$ cat src/rtl/riscv_mux_arbiter.sv
// rtl/riscv_mux_arbiter.sv - round-robin arbiter feeding a registered single-entry output stage
// Optional burst lock per requester is enabled by defining RISCV_ARB_LOCK_EN.
module riscv_mux_arbiter #(
    parameter int N_REQ = 3,
    parameter int XLEN  = 32
) (
    input  logic                     i_clk,
    input  logic                     i_rstn,
    input  logic [N_REQ-1:0]         i_req_valid,
    input  logic [N_REQ*XLEN-1:0]    i_req_concat_data,
`ifdef RISCV_ARB_LOCK_EN
    input  logic [N_REQ-1:0]         i_req_lock,
`endif
    output logic [N_REQ-1:0]         o_req_ready,
    output logic                     o_out_valid,
    output logic [XLEN-1:0]          o_out_data,
    output logic [$clog2(N_REQ)-1:0] o_out_sel,
    input  logic                     i_out_ready
);

    localparam int SEL_W = $clog2(N_REQ);

    typedef enum logic {
        EMPTY = 1'b0,
        FULL  = 1'b1
    } state_t;

    state_t           state;
    state_t           state_next;
    logic [SEL_W-1:0] ptr;
    logic [SEL_W-1:0] ptr_next;
    logic [SEL_W-1:0] gnt_idx;
    logic             found;
    logic             load;
    logic             transfer;

    // Search from ptr upward, wrapping, and take the first valid requester.
    always_comb begin : grant_search
        int cand;
        cand    = 0;
        found   = 1'b0;
        gnt_idx = '0;
        for (int i = 0; i < N_REQ; i++) begin
            cand = (int'(ptr) + i) % N_REQ;
            if (!found && i_req_valid[cand]) begin
                found   = 1'b1;
                gnt_idx = SEL_W'(cand);
            end
        end
    end

    assign o_out_valid = (state == FULL);
    assign load        = !o_out_valid || i_out_ready;
    assign transfer    = i_rstn && load && found;

    always_comb begin
        o_req_ready = '0;
        if (transfer) begin
            o_req_ready[gnt_idx] = 1'b1;
        end
    end

    always_comb begin
        if (gnt_idx == SEL_W'(N_REQ - 1)) begin
            ptr_next = '0;
        end else begin
            ptr_next = gnt_idx + SEL_W'(1);
        end
`ifdef RISCV_ARB_LOCK_EN
        // A locked grant keeps the winner at top priority for its next word.
        if (i_req_lock[gnt_idx]) begin
            ptr_next = gnt_idx;
        end
`endif
    end

    always_comb begin
        state_next = state;
        case (state)
            EMPTY: begin
                if (transfer) begin
                    state_next = FULL;
                end
            end
            FULL: begin
                if (!transfer && i_out_ready) begin
                    state_next = EMPTY;
                end
            end
            default: state_next = EMPTY;
        endcase
    end

    always_ff @(posedge i_clk) begin
        if (!i_rstn) begin
            state      <= EMPTY;
            ptr        <= '0;
            o_out_data <= '0;
            o_out_sel  <= '0;
        end else begin
            state <= state_next;
            if (transfer) begin
                o_out_data <= i_req_concat_data[gnt_idx*XLEN +: XLEN];
                o_out_sel  <= gnt_idx;
                ptr        <= ptr_next;
            end
        end
    end

endmodule

$ cat config.mk
export PLATFORM = sky130hd
export DESIGN_NAME = riscv_mux_arbiter
export DESIGN_NICKNAME = d
export VERILOG_FILES = /design/src/rtl/riscv_mux_arbiter.sv
export SDC_FILE = /design/constraint.sdc
export NUM_CORES = 1
export LEC_CHECK = 0
export CORE_ASPECT_RATIO = 1.1
export CORE_UTILIZATION = 41
export CTS_CLUSTER_SIZE = 25
export DETAILED_ROUTE_END_ITERATION = 7
export GPL_ROUTABILITY_DRIVEN = 0
export PLACE_DENSITY = 0.81
export SLEW_MARGIN = 20
export SYNTH_ARGS = -nofsm -noshare
export SYNTH_HDL_FRONTEND = slang
export SYNTH_SLANG_ARGS = --single-unit
$ cat constraint.sdc
create_clock -name i_clk -period 2.82 [get_ports i_clk]
set_input_delay 0.564 -clock i_clk [delete_from_list [all_inputs] [get_ports i_clk]]
set_output_delay 0.564 -clock i_clk [all_outputs]
set_load 0.01 [all_outputs]
### After elaboration in Yosys (flattened, before gate mapping)

Cells that the tools add are included.

* output and inout port bits: 38
* input port bits: 102
* word-level logic and storage cells: 51
* flip-flop bits (word level): 37

* equality and inequality tests: 1
* div/mod/pow operators: 3
* $add $sub $neg: 3
* multiplexer cells: 22
* shifts and indexed selects: 1
* reduce and logical (&&, ||, !) cells: 11
* bitwise gates (word level): 1
* magnitude comparators: 5

Operators with widths (number)
* < comparator 32 x 4 -> 1 bit (second input constant): 3
* indexed part select 96 x 8 -> 32 bit: 1
* remainder unit 32 x 3 -> 32 bit (second input constant): 2
* remainder unit 3 x 3 -> 32 bit (second input constant): 1
* 2-to-1 mux 1 bit: 12
* 2-to-1 mux 2 bit: 4
* binary-select mux 1 bit (select 2 bit): 3
* logical AND 1 bit: 6
* zero test 1 bit: 4
* adder 2 x 1 -> 3 bit (second input constant): 1
* adder 2 x 2 -> 3 bit (second input constant): 1
* < comparator 2 x 3 -> 1 bit (second input constant): 1
* 2-to-1 mux 3 bit: 1
* adder 2 x 1 -> 2 bit (second input constant): 1
* demux 1 bit (select 2 bit): 1
* equality test 2 bit (second input constant): 1
* >= comparator 2 x 1 -> 1 bit (second input constant): 1
* case mux 1 bit (2 select lines): 1
* logical OR 1 bit: 1
* NOT 1 bit: 1

### Depth between registers and ports, before layout

* depth after elaboration: 16
* depth in mapped cells: 11
* gate-level depth less buffers: 8

### Worst setup path after synthesis

No wires, ideal clock.

* path type: flip-flop to output port
* start point: register ptr[0]
* end point: output o_req_ready[1]
* setup slack: 0.444 ns
* stages on the path, launching flop included: 8
* buffers on the path: 1
* arrival: 1.812 ns
* cells stage by stage: dfxtp_1 -> inv_1 -> ha_1 -> buf_2 -> and3b_1 -> a311oi_4 -> nor2_1 -> o211a_1

* word-level cells in the longest chain between the ends: 16
* elaborated cells between the ends (all ways): 31

Ends and longest elaborated chain
* from (decl): line 30 `logic [SEL_W-1:0] ptr;`
* from (signal assigned): line 105 `ptr <= ptr_next;`
* branches (longest 15 deep; another with remainder unit 32 x 3 -> 32 bit)
* 2-to-1 mux 3 bit *: line 58 `if (transfer) begin`
* to (decl): line 14 `output logic [N_REQ-1:0] o_req_ready,`

Every way passes the cells marked *. The select of a mux whose other input is x is not followed.

### Worst setup path after layout

* start point: register ptr[1]
* end point: output o_req_ready[0]

Same word-level chain as after synthesis.

==> impl_metrics.ini <==
[status]
status = finished clean

[route]
dr_total_vias = 3068
drc_errors = 0
ant_nets = 0
drtIter0Drc = 129
wl_per_cell_um = 18.5
dr.pass1.iters = 4
drt_wl_total_mm = 9.54
vias_per_cell = 5.96

[sta]
finClkSkew_ps = 8.65
fmax_mhz = 376
final.period_utilization_pct = 94.3
fin_ws_ps = 160
rsz0062_at_grt = no
relSlewSlack_pct = 60.0
hold_viol = 0
setup_viol = 0
maxSlewViolCount = 0
final.min_clock_period_ps = 2660
worstMarginPinSlew_ps = 599

[synthesis]
synth_top_area_cell = dfxtp_1
synth_edf_count = 0
ys_seq_area_share_pct = 25.9
synthXorXnorAreaFrac_pct = 0
ys_top_cells_by_area = dfxtp_1 (26%), a221oi_2 (15%), mux2i_1 (11%), a22o_1 (9.8%), o21a_1 (8.7%)
synth_ff_type = dfxtp_1
synthAdderAreaFrac_pct = 1.75
syn_area_um2 = 2860
muxShareOfSynthArea_pct = 11.7
ys_warn_count = 0
yosys.area_share.simple_pct = 4.77
ys_types = 39
syn_avg_cell_area_um2 = 10.1
synth-seq-cells = 37
syn-num-nets = 389
synth_top_family_by_area = compound AO/OA/AOI/OAI gates
async_flop_share_pct = 0
synth_top_area_share_pct = 25.9
synth_compound_area_share_pct = 48.1
syn_inst = 283

[worst_setup_path]
cp_slowest_cell = dfxtp_2
cpPeakStageDelay_ps = 350
arrival_ps = 2100
criticalPathCategory = reg2out
startpoint_type = flip-flop
end_kind = primary output
path_cells = inv_1 > ha_4 > mux2i_2 > buf_4 > o21bai_1 > a21oi_1 > o21ai_1 > nor2_1 > dlygate4sd2_1
cp_max_fo = 6
required_ps = 2260

[place]
dp_hpwl_mm = 6.44
pre_cts_ws_ps = -437
port_buffers = 139

[min_path]
hold_class = reg2reg

[power]
ir_worst_vdd_mv = 0.971
power_leakage_nw = 1.90
power_density_nw_per_um2 = 995
power_w = 0.00460

[floorplan]
io-pin-count = 140
initial_core_util_pct = 42.8
core_um2 = 6670
fp.dieH_um = 89.5
die_w_um = 81.6
rows = 31
die-area_um2 = 7310

[cts]
numCtsBuffers = 5
insertion_delay_ps = 290
clkTransAtPathRegs_ps = 80
cts.sinks = 37
htreeDepth = 2
postCtsHoldBufs = 0
tritoncts = done
clock_path_buffers = 2
root_buffer = clkbuf_8

[grt]
grt_pass1_vias = 2943
overflow = 0
grt_max_degree = 35
grt_pass1_wl_mm = 14.0
antenna_found_initial = 0
grt_util_all_layers_pct = 25.0

[finish]
synthToLayoutAreaGrowth_pct = 61.7
drive_above_1_share_pct = 20.3
diodes = 0
finish.utilization_pct = 69.2
fin_nets = 538
fillers = 524

[job]
maxCapViolCount = 0
==> registers in the layout (all words and copies together) (netlist names) <==
| name | cells |
|---|---|
| o_out_data | 32 |
| o_out_sel | 2 |
| o_out_valid | 1 |
| ptr | 2 |
==> layer usage <==
| metal | global-route usage (%) | vias to the layer above | part of all wire (%) |
|---|---|---|---|
| met3 | 4.08 | 19 | 6.2 |
| met1 | 29.0 | 1498 | 42 |
| li1 | - | 1432 | - |
| met5 | 0 | - | 0 |
| met2 | 45.8 | 119 | 50 |
| met4 | 9.25 | 0 | 2.0 |
==> report_power, final <==
group	internal (W)	leakage, nW	switching, W
Sequential	0.000708	0.307	0.000100
Combinational	0.00167	1.52	0.00156
Clock	0.000352	0.0681	0.000212
Total	0.00273	1.90	0.00187
==> path summary, 6_finish.rpt <==
kind,cells after the start,start,end,slack [ps]
worst max register to register,10,ptr[0],o_out_data[29],240
worst max-delay path,9,ptr[1],o_req_ready[0],160
worst min register to register,1,o_out_sel[1],o_out_sel[1],470
worst min-delay path,1,o_out_sel[1],o_out_sel[1],470
==> final cells by class <==
class	instances	area, µm²	area share, %
Clock buffer	5	68.8	1.49
Tap cell	82	103	2.22
Sequential cell	37	743	16.1
Clock inverter	3	65.1	1.41
Inverter	4	15.0	0.325
Timing Repair Buffer	171	1670	36.2
Multi-Input combinational cell	213	1950	42.3
==> critical path, delay by kind of cell (launching register included) <==
family,cells,cell delay (ps)
flip-flops,1,350
AO/OA/AOI/OAI,3,350
adder cells (fa/ha/maj),1,190
buffers and inverters,3,550
AND/OR/NAND/NOR,1,130
multiplexers,1,240
==> repair_timing <==
action,4_1_cts,5_1_grt
pin swaps,2,1
setup buffers,1,0
setup endpoints to repair,3,3
gates resized for setup,14,9
==> metrics by stage <==
stage,hold WS [ps],cells,area (µm²),setup TNS [ps]
detailed placement,448,506,4440,-6420
CTS,470,515,4600,0
global route,491,515,4620,0
finish,469,515,4620,0
global placement,441,506,4440,-4880
floorplan,479,283,2860,0
==> synth_stat cells, types with 3 or more instances <==
master	count
a21o_1	4
nor2_1	5
buf_2	10
nand2_1	3
ha_1	4
o21ai_0	5
buf_6	9
mux2i_1	32
clkbuf_1	5
o21a_1	33
inv_1	4
nand2b_1	4
o21ai_1	30
buf_4	5
a22o_1	32
a221oi_2	29
a221oi_1	3
nor2b_1	7
dfxtp_1	37
==> cell usage in the layout (no fill, tap or decap), types with 4 or more instances in the layout <==
master           instances
buf_12                   4
mux2i_1                 32
a22o_1                  32
dfxtp_1                 35
nor2_1                   5
buf_4                   28
nand2b_1                 4
clkbuf_8                 5
clkdlybuf4s50_1        133
o21ai_1                 32
nor2b_1                  5
a21o_1                   4
o21a_1                  33
a221oi_2                29
==> cell families after synthesis <==
| kind of cell | after synthesis |
|---|---|
| compound gates | 152 |
| mux | 33 |
| buf+inv | 33 |
| flops | 37 |
| simple gates | 24 |
| fa+ha+maj | 4 |
Note: power is estimated with default switching activity, not from simulation.
